[src/rtl/imm_gen_pipe.sv]
// rtl/imm_gen_pipe.sv - pipelined RV32I/RV64I immediate generator with elastic slices (optional IMM_CSR_EN)
module imm_gen_pipe #(
    parameter int XLEN   = 32,
    parameter int STAGES = 1,
    parameter int TAG_W  = 5
) (
    input  logic             clk,
    input  logic             reset,
    input  logic             in_valid,
    output logic             in_ready,
    input  logic [31:0]      in_inst,
    input  logic [TAG_W-1:0] in_tag,
    input  logic             flush,
    output logic             out_valid,
    input  logic             out_ready,
    output logic [XLEN-1:0]  out_imm,
    output logic [2:0]       out_fmt,
    output logic             out_has_imm,
    output logic [TAG_W-1:0] out_tag
);

    localparam logic [2:0] FMT_NONE = 3'd0;
    localparam logic [2:0] FMT_I    = 3'd1;
    localparam logic [2:0] FMT_S    = 3'd2;
    localparam logic [2:0] FMT_B    = 3'd3;
    localparam logic [2:0] FMT_U    = 3'd4;
    localparam logic [2:0] FMT_J    = 3'd5;
    localparam logic [2:0] FMT_SH   = 3'd6;
    localparam logic [2:0] FMT_Z    = 3'd7;

    localparam logic [6:0] OP_LOAD   = 7'b0000011;
    localparam logic [6:0] OP_IMM    = 7'b0010011;
    localparam logic [6:0] OP_IMM32  = 7'b0011011;
    localparam logic [6:0] OP_JALR   = 7'b1100111;
    localparam logic [6:0] OP_STORE  = 7'b0100011;
    localparam logic [6:0] OP_BRANCH = 7'b1100011;
    localparam logic [6:0] OP_LUI    = 7'b0110111;
    localparam logic [6:0] OP_AUIPC  = 7'b0010111;
    localparam logic [6:0] OP_JAL    = 7'b1101111;
`ifdef IMM_CSR_EN
    localparam logic [6:0] OP_SYSTEM = 7'b1110011;
`endif

    logic [6:0]      opcode;
    logic [2:0]      funct3;
    logic [31:0]     dec_imm32;
    logic            dec_sext;
    logic [2:0]      dec_fmt;
    logic [XLEN-1:0] dec_imm;

    assign opcode = in_inst[6:0];
    assign funct3 = in_inst[14:12];

    // Decode into a 32-bit immediate plus a sign/zero-extension choice
    always_comb begin
        dec_imm32 = 32'd0;
        dec_fmt   = FMT_NONE;
        dec_sext  = 1'b1;
        case (opcode)
            OP_LOAD, OP_JALR: begin
                dec_fmt   = FMT_I;
                dec_imm32 = {{20{in_inst[31]}}, in_inst[31:20]};
            end
            OP_IMM: begin
                if (funct3 == 3'b001 || funct3 == 3'b101) begin
                    // funct7/funct6 sits above shamt and must not reach imm
                    dec_fmt   = FMT_SH;
                    dec_sext  = 1'b0;
                    dec_imm32 = (XLEN == 64) ? {26'd0, in_inst[25:20]} : {27'd0, in_inst[24:20]};
                end else begin
                    dec_fmt   = FMT_I;
                    dec_imm32 = {{20{in_inst[31]}}, in_inst[31:20]};
                end
            end
            OP_IMM32: begin
                // Word ops exist only on RV64; on RV32 the opcode is reserved
                if (XLEN == 64) begin
                    if (funct3 == 3'b001 || funct3 == 3'b101) begin
                        dec_fmt   = FMT_SH;
                        dec_sext  = 1'b0;
                        dec_imm32 = {27'd0, in_inst[24:20]};
                    end else begin
                        dec_fmt   = FMT_I;
                        dec_imm32 = {{20{in_inst[31]}}, in_inst[31:20]};
                    end
                end
            end
            OP_STORE: begin
                dec_fmt   = FMT_S;
                dec_imm32 = {{20{in_inst[31]}}, in_inst[31:25], in_inst[11:7]};
            end
            OP_BRANCH: begin
                dec_fmt   = FMT_B;
                dec_imm32 = {{19{in_inst[31]}}, in_inst[31], in_inst[7], in_inst[30:25], in_inst[11:8], 1'b0};
            end
            OP_LUI, OP_AUIPC: begin
                dec_fmt   = FMT_U;
                dec_imm32 = {in_inst[31:12], 12'd0};
            end
            OP_JAL: begin
                dec_fmt   = FMT_J;
                dec_imm32 = {{11{in_inst[31]}}, in_inst[31], in_inst[19:12], in_inst[20], in_inst[30:21], 1'b0};
            end
`ifdef IMM_CSR_EN
            OP_SYSTEM: begin
                if (funct3 == 3'b101 || funct3 == 3'b110 || funct3 == 3'b111) begin
                    dec_fmt   = FMT_Z;
                    dec_sext  = 1'b0;
                    dec_imm32 = {27'd0, in_inst[19:15]};
                end else if (funct3 == 3'b001 || funct3 == 3'b010 || funct3 == 3'b011) begin
                    // CSR address is an unsigned 12-bit index
                    dec_fmt   = FMT_I;
                    dec_sext  = 1'b0;
                    dec_imm32 = {20'd0, in_inst[31:20]};
                end
            end
`endif
            default: begin
                dec_fmt   = FMT_NONE;
                dec_imm32 = 32'd0;
            end
        endcase
    end

    assign dec_imm = dec_sext ? XLEN'($signed(dec_imm32)) : XLEN'(dec_imm32);

    logic [STAGES-1:0]             v_q;
    logic [STAGES-1:0][XLEN-1:0]   imm_q;
    logic [STAGES-1:0][2:0]        fmt_q;
    logic [STAGES-1:0][TAG_W-1:0]  tag_q;

    logic [STAGES-1:0]             v_in;
    logic [STAGES-1:0][XLEN-1:0]   imm_in;
    logic [STAGES-1:0][2:0]        fmt_in;
    logic [STAGES-1:0][TAG_W-1:0]  tag_in;
    logic [STAGES-1:0]             rdy;
    logic                          rdy_acc;

    // Each slice is fed by the decoder (slice 0) or by the slice before it
    always_comb begin
        v_in[0]   = in_valid;
        imm_in[0] = dec_imm;
        fmt_in[0] = dec_fmt;
        tag_in[0] = in_tag;
        for (int k = 1; k < STAGES; k++) begin
            v_in[k]   = v_q[k-1];
            imm_in[k] = imm_q[k-1];
            fmt_in[k] = fmt_q[k-1];
            tag_in[k] = tag_q[k-1];
        end
    end

    // Slice k can take an entry if any slice from k onward has a hole, or the consumer drains
    always_comb begin
        rdy     = '0;
        rdy_acc = 1'b0;
        for (int k = 0; k < STAGES; k++) begin
            rdy_acc = out_ready;
            for (int j = k; j < STAGES; j++) begin
                rdy_acc = rdy_acc | ~v_q[j];
            end
            rdy[k] = rdy_acc;
        end
    end

    // Slice registers: flush kills valid bits and blocks any load in the same cycle
    always_ff @(posedge clk) begin
        if (!reset) begin
            v_q   <= '0;
            imm_q <= '0;
            fmt_q <= '0;
            tag_q <= '0;
        end else begin
            for (int k = 0; k < STAGES; k++) begin
                if (flush) begin
                    v_q[k] <= 1'b0;
                end else if (rdy[k]) begin
                    v_q[k] <= v_in[k];
                end
                if (rdy[k] && v_in[k] && !flush) begin
                    imm_q[k] <= imm_in[k];
                    fmt_q[k] <= fmt_in[k];
                    tag_q[k] <= tag_in[k];
                end
            end
        end
    end

    assign in_ready    = rdy[0];
    assign out_valid   = v_q[STAGES-1];
    assign out_imm     = imm_q[STAGES-1];
    assign out_fmt     = fmt_q[STAGES-1];
    assign out_has_imm = (fmt_q[STAGES-1] != FMT_NONE);
    assign out_tag     = tag_q[STAGES-1];

endmodule
[config.mk]
export PLATFORM = sky130hd
export DESIGN_NAME = imm_gen_pipe
export DESIGN_NICKNAME = d
export VERILOG_FILES = /design/src/rtl/imm_gen_pipe.sv
export SDC_FILE = /design/constraint.sdc
export NUM_CORES = 1
export LEC_CHECK = 0
export ABC_AREA = 0
export CAP_MARGIN = 20
export CORE_AREA = 2 2 72 74
export CTS_CLUSTER_SIZE = 14
export DETAILED_ROUTE_END_ITERATION = 8
export DIE_AREA = 0 0 74 76
export GPL_TIMING_DRIVEN = 0
export PLACE_DENSITY = 0.8
export SLEW_MARGIN = 20
export SYNTH_ARGS = -nofsm -noshare
export SYNTH_HDL_FRONTEND = slang
export SYNTH_SLANG_ARGS = --single-unit
[constraint.sdc]
create_clock -name clk -period 1.9 [get_ports clk]
set_clock_uncertainty 0.2 [all_clocks]
set_input_delay 0.38 -clock clk [delete_from_list [all_inputs] [get_ports clk]]
set_output_delay 0.38 -clock clk [all_outputs]
set_load 0.1 [all_outputs]
==> reports/metrics.csv <==
stage;metric;value;unit
final_layout;FF+latch area;828;sq um
critical_path;Crit. path cell count;5;
yosys;Mapped Cells;209;
critical_path;CP required;1930;ps
global_route;vias in the first global route;1900;
yosys;register bit total from synthesis;41;
routing;Via Count;1961;
critical_path;Slowest-stage cell, CP;clkdlybuf4s50_1;
routing;DR vias/cell;5.23;
die;Starting Density;0.400;
placed_design;Placement Setup Slack;-1020;ps
yosys;Synth area leader;dfxtp_1;
critical_path;startpoint types;input port;
critical_path;Register-to-Register Path Depth;6;
cts;CTS Buf Count;5;
yosys;EDFF count, synth;0;
routing;post-route DRC violation count;0;
final_layout;most frequent cells in the layout;41 x clkdlybuf4s15_2, 37 x dfxtp_1, 34 x clkdlybuf4s50_1, 29 x nand3_1, 22 x nand2_1;
run_status;status;finished clean;
die;die width;74;microns
final_layout;FILL cells;417;
cts;clk slew on worst S/H paths;70;ps
die;chip height;76;microns
timing;Rel. slew slack;0.630;
power_and_ir_drop;power density over cell area;577;mW/mm^2
critical_path;endpoint type of the worst setup path;flip-flop;
yosys;Synth async-reset ratio;0;
die;die footprint;0.00562;sq mm
timing;Hold Fails Final Rpt;0;
timing;final setup vio count;0;
cts;worst skew pair latency;290;ps
timing;count of final max-slew check failures;0;
final_layout;synth-to-layout area growth;62.3;%
global_route;gr usage total;0.197;
die;standard-cell row count;26;
final_layout;fraction of layout cells with a size suffix above 1;0.308;
critical_path;r2r setup slk;200;ps
critical_path;CP arrival;1910;ps
global_route;largest net degree at the start of global routing;13;
yosys;Yosys top cell area share;0.418;
timing;f_max;532;MHz
placed_design;DP HPWL;4120;microns
placed_design;Port Buf Inserts;83;
timing;RSZ-0062 raised after global routing;true;
global_route;initial antenna violation count;0;
critical_path;CP endpoint;out_fmt[1];
global_route;global route overflow;0;
critical_path;crit-path max FO;6;
critical_path;CP top delay family;simple AND/OR/NAND/NOR gates;
yosys;number of synthesis warnings;0;
yosys;number of distinct library cells after synthesis;48;
power_and_ir_drop;Total Power;1.84;mW
final_layout;fin nets;346;
critical_path;CP startpoint;in_inst[5];
yosys;Syn Nets;251;
yosys;sequential area share after synthesis;0.418;
cts;Max Root-Sink Buffers;2;
cts;H-tree depth;2;
timing;post-route minimum period;1880;ps
critical_path;Buf/Inv on CP;1;
final_layout;n_diodes;0;
routing;drt pass-1 iters;4;
cts;number of clock sinks;41;
critical_path;R2R Path Start;out_valid;
timing;period utilisation layout;0.989;
hold_path;type of the worst min-delay path;flip-flop to flip-flop;
cts;Root Driver;clkbuf_8;
yosys;largest cells by area after synthesis;dfxtp_1 42%, a22o_1 8.5%, nand3_1 7.4%;
timing;worst-margin pin slew;557;ps
routing;Initial DRC Count;67;
power_and_ir_drop;peak supply drop;0.000382;V
timing;Setup WS post-layout;21.6;ps
global_route;first-pass GRT wire length;8850;microns
final_layout;multi-input logic area;0.00108;sq mm
die;Top-Level Pins;85;
critical_path;worst flop-to-flop path endpoint;out_imm[29];
yosys;Post-Syn Area;0.00196;sq mm
critical_path;CP Cell Sequence;clkdlybuf4s50_1 -> nand4b_1 -> nor3_2 -> o21bai_1 -> a22o_1;
yosys;Primary FF master, synth;dfxtp_1;
die;CORE AREA;0.00491;sq mm
critical_path;max incr delay on CP;520;ps
routing;antenna viol nets, final;0;
placed_design;routability cong.;0.845;
final_layout;most common cell after layout, fill and taps aside;clkdlybuf4s15_2;
cts;CTS tree;done;
routing;drt total wl;5460;microns
critical_path;Setup CP Type;input port to flip-flop;
power_and_ir_drop;LEAKAGE;1.20;nW
yosys;synthesized area per cell;9.40;sq um
routing;wire length per cell;14.6;microns
job;max cap viols;0;
## metrics by stage
stage	utilization	instance area, sq um	TNS, ps	hold WS, ps	instances
4_1_cts	0.644	3160	-115	258	373
3_3_place_gp	0.596	2930	-19190	244	362
6_report	0.649	3190	0	257	375
3_5_place_dp	0.596	2930	-20600	248	362
5_1_grt	0.649	3190	-41.4	282	375
2_1_floorplan	-	2010	-12290	249	209
## synthesized netlist by cell type (2+ instances only)
cell	n
a32oi_1	2
clkbuf_1	3
inv_1	2
nand4_1	2
o21ai_1	2
nand3_1	29
a21oi_1	7
o21bai_1	2
nand2b_1	5
a22o_1	19
nor2_1	2
a21o_1	2
dfxtp_1	41
a32o_1	2
buf_6	4
o21a_4	2
nand4b_1	3
nor3_1	3
o21ai_0	4
buf_2	6
a22oi_1	15
and3_1	2
nand3b_1	3
a221o_1	2
nand2_1	22
## what timing repair did
| action | CTS | global route |
|---|---|---|
| hold buffers | 0 | 0 |
| gates resized for setup | 149 | 4 |
| pin swaps | 4 | 0 |
| buffers inserted | 4 | 2 |
| endpoints found under the setup margin | 75 | 15 |
## how the worst min path moves through the flow
stage	cells after the start	start	endpoint
detailed placement	2	out_tag[3]	out_tag[3]
finish	2	out_tag[3]	out_tag[3]
global route	2	out_tag[3]	out_tag[3]
global placement	2	out_tag[1]	out_tag[1]
CTS	2	out_tag[3]	out_tag[3]
floorplan	1	flush	out_valid
## report_power, final
part	switching [mW]	total [mW]	internal (mW)
combinational	0.169	0.303	0.133
clock	0.293	0.668	0.375
sequential	0.00351	0.869	0.865
## worst min-delay path, cell delays in order, from the launching register on
cell     delay (ps)
dfxtp_1         310
nand2_1          50
a21oi_1          50
## routing by layer
| layer | vias up | routed length (microns) | GRT usage | share of wire |
|---|---|---|---|---|
| met1 | 899 | 2340 | 0.234 | 0.43 |
| li1 | 988 | - | - | - |
| met2 | 67 | 2690 | 0.337 | 0.49 |
| met5 | - | 0 | 0 | 0 |
| met3 | 7 | 380 | 0.0582 | 0.070 |
| met4 | 0 | 60 | 0.0600 | 0.011 |
## state kept, by name, indices dropped and copies added, names as in the netlist
name / flops
out_tag: 5
out_imm: 32
out_fmt: 3
out_valid: 1
## layout make-up
type / instances / area share
Multi-Input combinational cell: 151 / 0.339
Timing Repair Buffer: 89 / 0.298
Sequential cell: 41 / 0.260
Buffer: 13 / 0.0361
Clock buffer: 8 / 0.0349
Tap cell: 70 / 0.0275
Inverter: 3 / 0.00471
## cell families (layout without fill, tap and decap cells)
group,count (synthesis),count (layout),share of synthesized area
compound gates,68,68,0.284
buf+inv,17,113,0.0535
flops,41,41,0.418
simple gates,83,83,0.245
(Power assumes the default switching activity.)
